**src/rtl/step_controller.sv**
```systemverilog
// Button-driven step sequencer: synchronise and debounce key_n, then run a press/hold/auto-repeat
// FSM paced by a tick divider that steps a WIDTH-bit modulo counter up or down.
//
//   state  | meaning
//   IDLE   | button released; waiting for the debounced press
//   HOLD   | entry step taken; counting ticks until the first auto-repeat
//   REPEAT | auto-repeat; one step per tick while the button stays held
module step_controller #(
   parameter int WIDTH        = 2,
   parameter int DEBOUNCE     = 500000,
   parameter int TICK_DIV     = 25000000,
   parameter int REPEAT_DELAY = 2
) (
   input  logic             clk,
   input  logic             RESET_N,
   input  logic             key_n,
   input  logic             dir,
   input  logic             clr,
   output logic [WIDTH-1:0] value,
   output logic             odd,
   output logic             step,
   output logic             wrap
);

   localparam int DB_W = $clog2(DEBOUNCE + 1);
   localparam int TK_W = $clog2(TICK_DIV);
   localparam int RC_W = $clog2(REPEAT_DELAY + 1);

   localparam logic [DB_W-1:0]  DB_LAST  = DB_W'(DEBOUNCE - 1);
   localparam logic [TK_W-1:0]  TK_LAST  = TK_W'(TICK_DIV - 1);
   localparam logic [RC_W-1:0]  RC_LAST  = RC_W'(REPEAT_DELAY - 1);
   localparam logic [WIDTH-1:0] VAL_MAX  = {WIDTH{1'b1}};

   typedef enum logic [1:0] {
      IDLE   = 2'd0,
      HOLD   = 2'd1,
      REPEAT = 2'd2
   } state_t;

   state_t            state_q, state_d;
   logic              sync1_q, sync2_q;
   logic              db_q, db_d;
   logic [DB_W-1:0]   db_cnt_q, db_cnt_d;
   logic [TK_W-1:0]   tick_cnt_q, tick_cnt_d;
   logic [RC_W-1:0]   rep_cnt_q, rep_cnt_d;
   logic [WIDTH-1:0]  value_q, value_d;
   logic              step_q, step_d;
   logic              wrap_q, wrap_d;
   logic              pressed_s;
   logic              tick;
   logic              fire;
   logic              timing;

   // Sync flops reset to the released level so a held key still needs a full debounce after reset.
   always_ff @(posedge clk or negedge RESET_N) begin
      if (!RESET_N) begin
         sync1_q    <= 1'b1;
         sync2_q    <= 1'b1;
         db_q       <= 1'b0;
         db_cnt_q   <= '0;
         tick_cnt_q <= '0;
         rep_cnt_q  <= '0;
         state_q    <= IDLE;
         value_q    <= '0;
         step_q     <= 1'b0;
         wrap_q     <= 1'b0;
      end else begin
         sync1_q    <= key_n;
         sync2_q    <= sync1_q;
         db_q       <= db_d;
         db_cnt_q   <= db_cnt_d;
         tick_cnt_q <= tick_cnt_d;
         rep_cnt_q  <= rep_cnt_d;
         state_q    <= state_d;
         value_q    <= value_d;
         step_q     <= step_d;
         wrap_q     <= wrap_d;
      end
   end

   assign pressed_s = ~sync2_q;

   always_comb begin
      db_d     = db_q;
      db_cnt_d = '0;
      if (pressed_s != db_q) begin
         if (db_cnt_q == DB_LAST) begin
            db_d = ~db_q;
         end else begin
            db_cnt_d = db_cnt_q + DB_W'(1);
         end
      end
   end

   assign timing = (state_q == HOLD) || (state_q == REPEAT);
   assign tick   = timing && (tick_cnt_q == TK_LAST);

   always_comb begin
      tick_cnt_d = '0;
      if (timing) begin
         tick_cnt_d = tick ? '0 : tick_cnt_q + TK_W'(1);
      end
   end

   // A release (db low) is checked before the tick so it always wins.
   always_comb begin
      state_d   = state_q;
      rep_cnt_d = rep_cnt_q;
      fire      = 1'b0;
      case (state_q)
         IDLE: begin
            rep_cnt_d = '0;
            if (db_q) begin
               state_d = HOLD;
               fire    = 1'b1;
            end
         end
         HOLD: begin
            if (!db_q) begin
               state_d = IDLE;
            end else if (tick) begin
               if (rep_cnt_q == RC_LAST) begin
                  state_d = REPEAT;
                  fire    = 1'b1;
               end else begin
                  rep_cnt_d = rep_cnt_q + RC_W'(1);
               end
            end
         end
         REPEAT: begin
            if (!db_q) begin
               state_d = IDLE;
            end else if (tick) begin
               fire = 1'b1;
            end
         end
         default: state_d = IDLE;
      endcase
   end

   always_comb begin
      value_d = value_q;
      wrap_d  = 1'b0;
      step_d  = fire;
      if (clr) begin
         value_d = '0;
      end else if (fire) begin
         if (dir) begin
            value_d = value_q + WIDTH'(1);
            wrap_d  = (value_q == VAL_MAX);
         end else begin
            value_d = value_q - WIDTH'(1);
            wrap_d  = (value_q == '0);
         end
      end
   end

   assign value = value_q;
   assign odd   = value_q[0];
   assign step  = step_q;
   assign wrap  = wrap_q;

endmodule

```
**config.mk**
```make
export PLATFORM = sky130hd
export DESIGN_NAME = step_controller
export DESIGN_NICKNAME = d
export VERILOG_FILES = /design/src/rtl/step_controller.sv
export SDC_FILE = /design/constraint.sdc
export NUM_CORES = 1
export LEC_CHECK = 0
export ABC_AREA = 1
export CAP_MARGIN = 10
export CORE_AREA = 2 2 94 96
export CTS_CLUSTER_SIZE = 24
export DETAILED_ROUTE_END_ITERATION = 8
export DIE_AREA = 0 0 96 98
export HOLD_SLACK_MARGIN = 0.08
export PLACE_DENSITY = 0.64
export SLEW_MARGIN = 25
export SYNTH_ARGS = -nofsm -noshare
export SYNTH_HDL_FRONTEND = slang
export SYNTH_SLANG_ARGS = --single-unit
export TNS_END_PERCENT = 1
```
**constraint.sdc**
```tcl
create_clock -name clk -period 2.5 [get_ports clk]
set_clock_uncertainty 0.1 [all_clocks]
set_input_delay 0.5 -clock clk [delete_from_list [all_inputs] [get_ports clk]]
set_output_delay 0.5 -clock clk [all_outputs]
set_load 0.02 [all_outputs]
```
* Word-level counts from Yosys, hierarchy flattened
Index checks and enable logic that the tools add are counted.
Word-level totals: register bits 55, input bits 5, output and inout bits 5, logic and storage cells 67
Cells by class: $add $sub $neg 5, eq/ne operators 14, muxes and demuxes 27, bitwise gates (word level) 2, reduce and logical (&&, ||, !) cells 9
Operators by type and width (number):
- two-way mux 25 bit | 2
- two-way mux 19 bit | 2
- adder 25 x 1 -> 25 bit (second input constant) | 1
- == test 25 bit (second input constant) | 1
- two-way mux 2 bit | 11
- adder 19 x 1 -> 19 bit (second input constant) | 1
- == test 19 bit (second input constant) | 1
- != test 2 bit (second input constant) | 5
- two-way mux 1 bit | 9
- AND reduction 4 bit | 2
- case mux 2 bit (3 select lines) | 1
- adder 2 x 1 -> 2 bit (second input constant) | 2
- == test 2 x 1 -> 1 bit (second input constant) | 2
- == test 2 bit (second input constant) | 2
- logical NOT 2 bit | 2
- case mux 2 bit (2 select lines) | 1
- nonzero test 2 bit | 2
- != test 3 x 2 -> 1 bit (second input constant) | 1
- != test 3 bit (second input constant) | 1
- case mux 1 bit (3 select lines) | 1
- inverter 1 bit | 2
- AND reduction 2 bit | 1
- subtractor 2 x 1 -> 2 bit (second input constant) | 1
- logical AND 1 bit | 1
- 2 further kinds | 2

* Longest topological paths before layout
depth after elaboration 8, mapped depth 12, mapped depth without buffers 11

* Least setup slack after synthesis
OpenSTA, ideal clock, no wires.
path type flip-flop to flip-flop, start register state_q[0], end register tick_cnt_q[17], library setup time 0.119 ns, arrival time 1.562 ns, data required time 2.281 ns, slack 0.718 ns, stages on the path, launching flop included 13, buffers on the path 1, period minus slack after synthesis 1.782 ns, cells stage by stage dfrtp_1 inv_1 ha_1 inv_2 nor2_1 nand2_1 nor2_2 nand2_2 nand2_4 inv_2 buf_6 nand2_1 nor2_1
On the way: word-level cells in the longest chain between the ends 5, elaborated cells on any way between the ends 6, classes of those cells 2 x eq/ne; 2 x mux; 2 x reduce/logical
Ends and longest elaborated chain:
- start: declaration | RTL line 40 | state_t state_q, state_d;
- start signal: assignment | RTL line 74 | state_q <= state_d;
- == test 2 x 1 -> 1 bit or == test 2 bit (tied branches) | RTL line 95 | assign timing = (state_q == HOLD) || (state_q == REPEAT);
- logical OR 1 bit * | RTL line 95
- logical AND 1 bit | RTL line 96 | assign tick = timing && (tick_cnt_q == TK_LAST);
- two-way mux 25 bit | RTL line 101 | tick_cnt_d = tick ? '0 : tick_cnt_q + TK_W'(1);
- two-way mux 25 bit * | RTL line 100 | if (timing) begin
- net tick_cnt_d[17] | RTL line 44 | logic [TK_W-1:0] tick_cnt_q, tick_cnt_d;
- end signal: assignment | RTL line 72 | tick_cnt_q <= tick_cnt_d;
- end: declaration | RTL line 44
Mark *: on every way through the listed nets, which the timed path passes. The rest lies on a longest branch. A chain may end at the register's enable or synchronous reset.

* Worst setup path in the final report
start register value_q[0] (netlist: value[0]), end output odd
RTL lines:
- start: declaration | RTL line 46 | logic [WIDTH-1:0] value_q, value_d;
- start signal: assignment | RTL line 75 | value_q <= value_d;
- end: declaration | RTL line 20 | output logic odd,
No word-level cell between the ends.

==> summary.md <==
| Metric | Value |
|---|---|
| Number of buffers created by CTS | `5` |
| Clk buf depth | `2` |
| Die area | `9410 um2` |
| Setup TNS | `0 ns` |
| Routed via count | `roughly 2.6k` |
| Data arrival time at the worst-slack endpoint | `approximately 1.4 ns` |
| Max Clock Freq | `roughly 0.5 GHz` |
| Final-report max-slew violation count | `0` |
| Via-per-instance ratio | `between 4 and 5` |
| Post-CTS Resized | `0` |
| Synthesized area per cell | `7.57 um2` |
| Post-synthesis mux area share | `less than 1%` |
| Core outline area | `around 8500 um2` |
| Initial antenna violation count | `0` |
| Cells after Synth | `415` |
| Status | `finished clean` |
| H-tree lvl count | `2` |
| Hold-fix buffers, CTS | `0` |
| XOR/XNOR share of the synthesized area | `under 10%` |
| Fraction of layout cells with a size suffix above 1 | `10.0%` |
| Commonest cells after routing, fill and taps aside | `nand2_1, nor2_1, dfrtp_1, inv_1, nand3_1` |
| Syn nets | `427` |
| Largest vdd supply drop | `0.236 mV` |
| Sw Pwr | `roughly 0.00033 W` |
| Area Growth Syn to Fin | `10.3%` |
| Max-Cap Viols | `0` |
| Pre-Repair DR Iteration Count | `4` |
| Port Buf Inserts | `9` |
| Diodes inserted | `0` |
| Register share of total power | `between 50% and 60%` |
| Post-layout net count | `between 400 and 500` |
| Clk pwr share | `38.5%` |
| Slew HR | `61.9%` |
| Worst Path Buf+Inv | `1` |
| Setup crit end kind | `output pin` |
| Top cell family by delay on the critical path | `buffers and inverters` |
| Prevailing post-synth register cell | `dfrtp_1` |
| Starting DRC count in detailed routing | `81` |
| CP required | `around 1.9 ns` |
| # DRC | `0` |
| Final Critical Period | `between 2 and 2.5 ns` |
| Register area share after synthesis | `a little over two fifths` |
| Starting Density | `between 30% and 40%` |
| Post CTS Setup Buffer Count | `0` |
| Leak pwr | `approximately 1.4 nW` |
| Number of flops mapped to enable cells by yosys | `0` |
| Largest family of logic cells by synthesized area | `simple AND/OR/NAND/NOR gates` |
| Final setup vio count | `0` |
| Slowest-stage cell, CP | `clkdlybuf4s50_1` |
| Synth Area in Simple Gates | `37.0%` |
| Number of I/O pins | `10` |
| Worst-skew pair later-pin latency | `around 0.31 ns` |
| Internal | `~0.0012 W` |
| ANT nets after route | `0` |
| Synth Area in Compound Gates | `around 4.0%` |
| Slew @ Worst Pin | `roughly 0.57 ns` |
| Maximum number of pins on one net before global-route repair | `33` |
| Switching share of power | `around a fifth` |
| Comb pwr share | `2.9%` |
| Root Driver | `clkbuf_8` |
| Number of clock sinks | `55` |
| Unrepaired setup endpoints after global routing | `no` |
| Fin crit share | `between 80 and 90%` |
| Share of synthesized registers carrying an async set or reset | `between 90% and 100%` |
| Post-route cell area | `roughly 3500 um2` |
| First-pass GRT wire length | `between 10000 and 15000 um` |
| Num rows | `34` |
| Die height | `98 um` |
| Top fanout value on the critical path | `6` |
| Adder-cell share of the synthesized area | `roughly 2.8%` |
| CTS tree | `done` |
| Post-DP HPWL | `~5000 um` |
| Gr ovfl total | `0` |
| Drt total wl | `around 6400 um` |
| Area post-placement | `3350 um2` |
| Syn Std Cell Area | `3140 um2` |
| Tot GR Track Use | `14.9%` |
| Placer Congestion | `around 0.94` |
| Max incr delay on CP | `0.64 ns` |
| Synth Register Bits | `55` |
| Final Hold Viols | `0` |
| YS warnings | `0` |
| Clk pin slew, worst setup/hold paths | `0.11 ns` |
| CP Cell Sequence | `clkdlybuf4s50_1` |
| Critical path class | `reg2out` |
| Die W | `96 um` |
| Vias in the first global route | `roughly 2.6k` |
| Cell variety after synth | `31` |
| CP startpoint kind | `flop` |
| HP Class | `in2async` |
| DR WL/cell | `11.9 um` |
| Cell Pwr Density | `444 nW/um2` |
final timing paths:
path	startpoint	end	slack [ns]	cells after the start
max reg2reg	db_cnt_q[0]$_DFF_PN0_	db_cnt_q[18]$_DFF_PN0_	0.57	8
min reg2reg	sync1_q$_DFF_PN1_	sync2_q$_DFF_PN1_	0.26	0
max in group asynchronous	RESET_N	db_cnt_q[1]$_DFF_PN0_	1.64	2
min	RESET_N	tick_cnt_q[18]$_DFF_PN0_	0.07	1
min in group clk	sync1_q$_DFF_PN1_	sync2_q$_DFF_PN1_	0.26	0
max	value[0]$_DFFE_PN0P_	odd	0.50	1
cells in the mapped netlist, types with 2 or more instances:
cell | number | share of area (%)
inv_2 | 7 | 0.84
inv_1 | 44 | 5.3
nor2_1 | 85 | 10
nand2_2 | 6 | 1.2
a21oi_1 | 10 | 1.6
dfstp_2 | 2 | 1.7
nor3_2 | 3 | 0.96
o21ai_2 | 2 | 0.56
nor2_4 | 4 | 1.4
nor2_2 | 7 | 1.4
nand2_1 | 85 | 10
xor2_1 | 15 | 4.2
xnor2_1 | 3 | 0.84
ha_1 | 7 | 2.8
o21ai_0 | 7 | 1.1
or2_2 | 2 | 0.40
nand4_1 | 19 | 3.8
o21ai_1 | 2 | 0.32
dfrtp_1 | 53 | 42
nand3_1 | 28 | 4.5
nor3_1 | 14 | 2.2
sequential cells by signal, indices dropped and copies added, names as in the netlist:
signal / flops
sync2_q: 1
db_cnt_q: 19
tick_cnt_q: 25
state_q: 2
wrap: 1
rep_cnt_q: 2
step: 1
sync1_q: 1
db_q: 1
value: 2
final cells by class:
cell class | count | area, um2
inverters | 51 | 191
flip-flops and latches | 55 | 1380
well taps | 108 | 135
clock inverters | 2 | 38.8
clock buffers | 6 | 72.6
repair buffers | 10 | 105
multi-input cells | 305 | 1540
fillers | 848 | 5000
cell families after synthesis:
kind of cell,Yosys count
mux,1
buf+inv,55
fa+ha+maj,7
simple gates,256
compound gates,23
flops,55
xor+xnor,18
power groups by stage:
stage | clock network (W) | logic [W] | registers [W]
CTS | 0.000623 | 0.0000469 | 0.000901
detailed placement | 0 | 0.0000467 | 0.000919
global placement | 0 | 0.0000461 | 0.000918
floorplan | 0 | 0.0000153 | 0.000917
global route | 0.000658 | 0.0000529 | 0.000902
finish | 0.000593 | 0.0000443 | 0.000901
per-stage QoR:
step | hold WS [ns] | worst slack (ns) | instances | utilization [%] | power [W]
after floorplan | 0.104 | 0.718 | 415 | - | 0.000932
after global placement | 0.248 | 0.605 | 529 | 39.6 | 0.000964
after detailed placement | 0.253 | 0.573 | 529 | 39.6 | 0.000965
after CTS | 0.0816 | 0.467 | 537 | 40.9 | 0.00157
after global routing | 0.0935 | 0.367 | 537 | 40.9 | 0.00161
final | 0.0666 | 0.496 | 537 | 40.9 | 0.00154
per-layer routing:
metal	vias to the layer above	track usage, %	share of wire, %
met4	0	2.53	0.51
met5	-	0	0
met1	1215	19.7	49
li1	1345	-	-
met3	4	2.70	2.7
met2	42	25.5	48
Note: power is estimated with default switching activity, not from simulation.
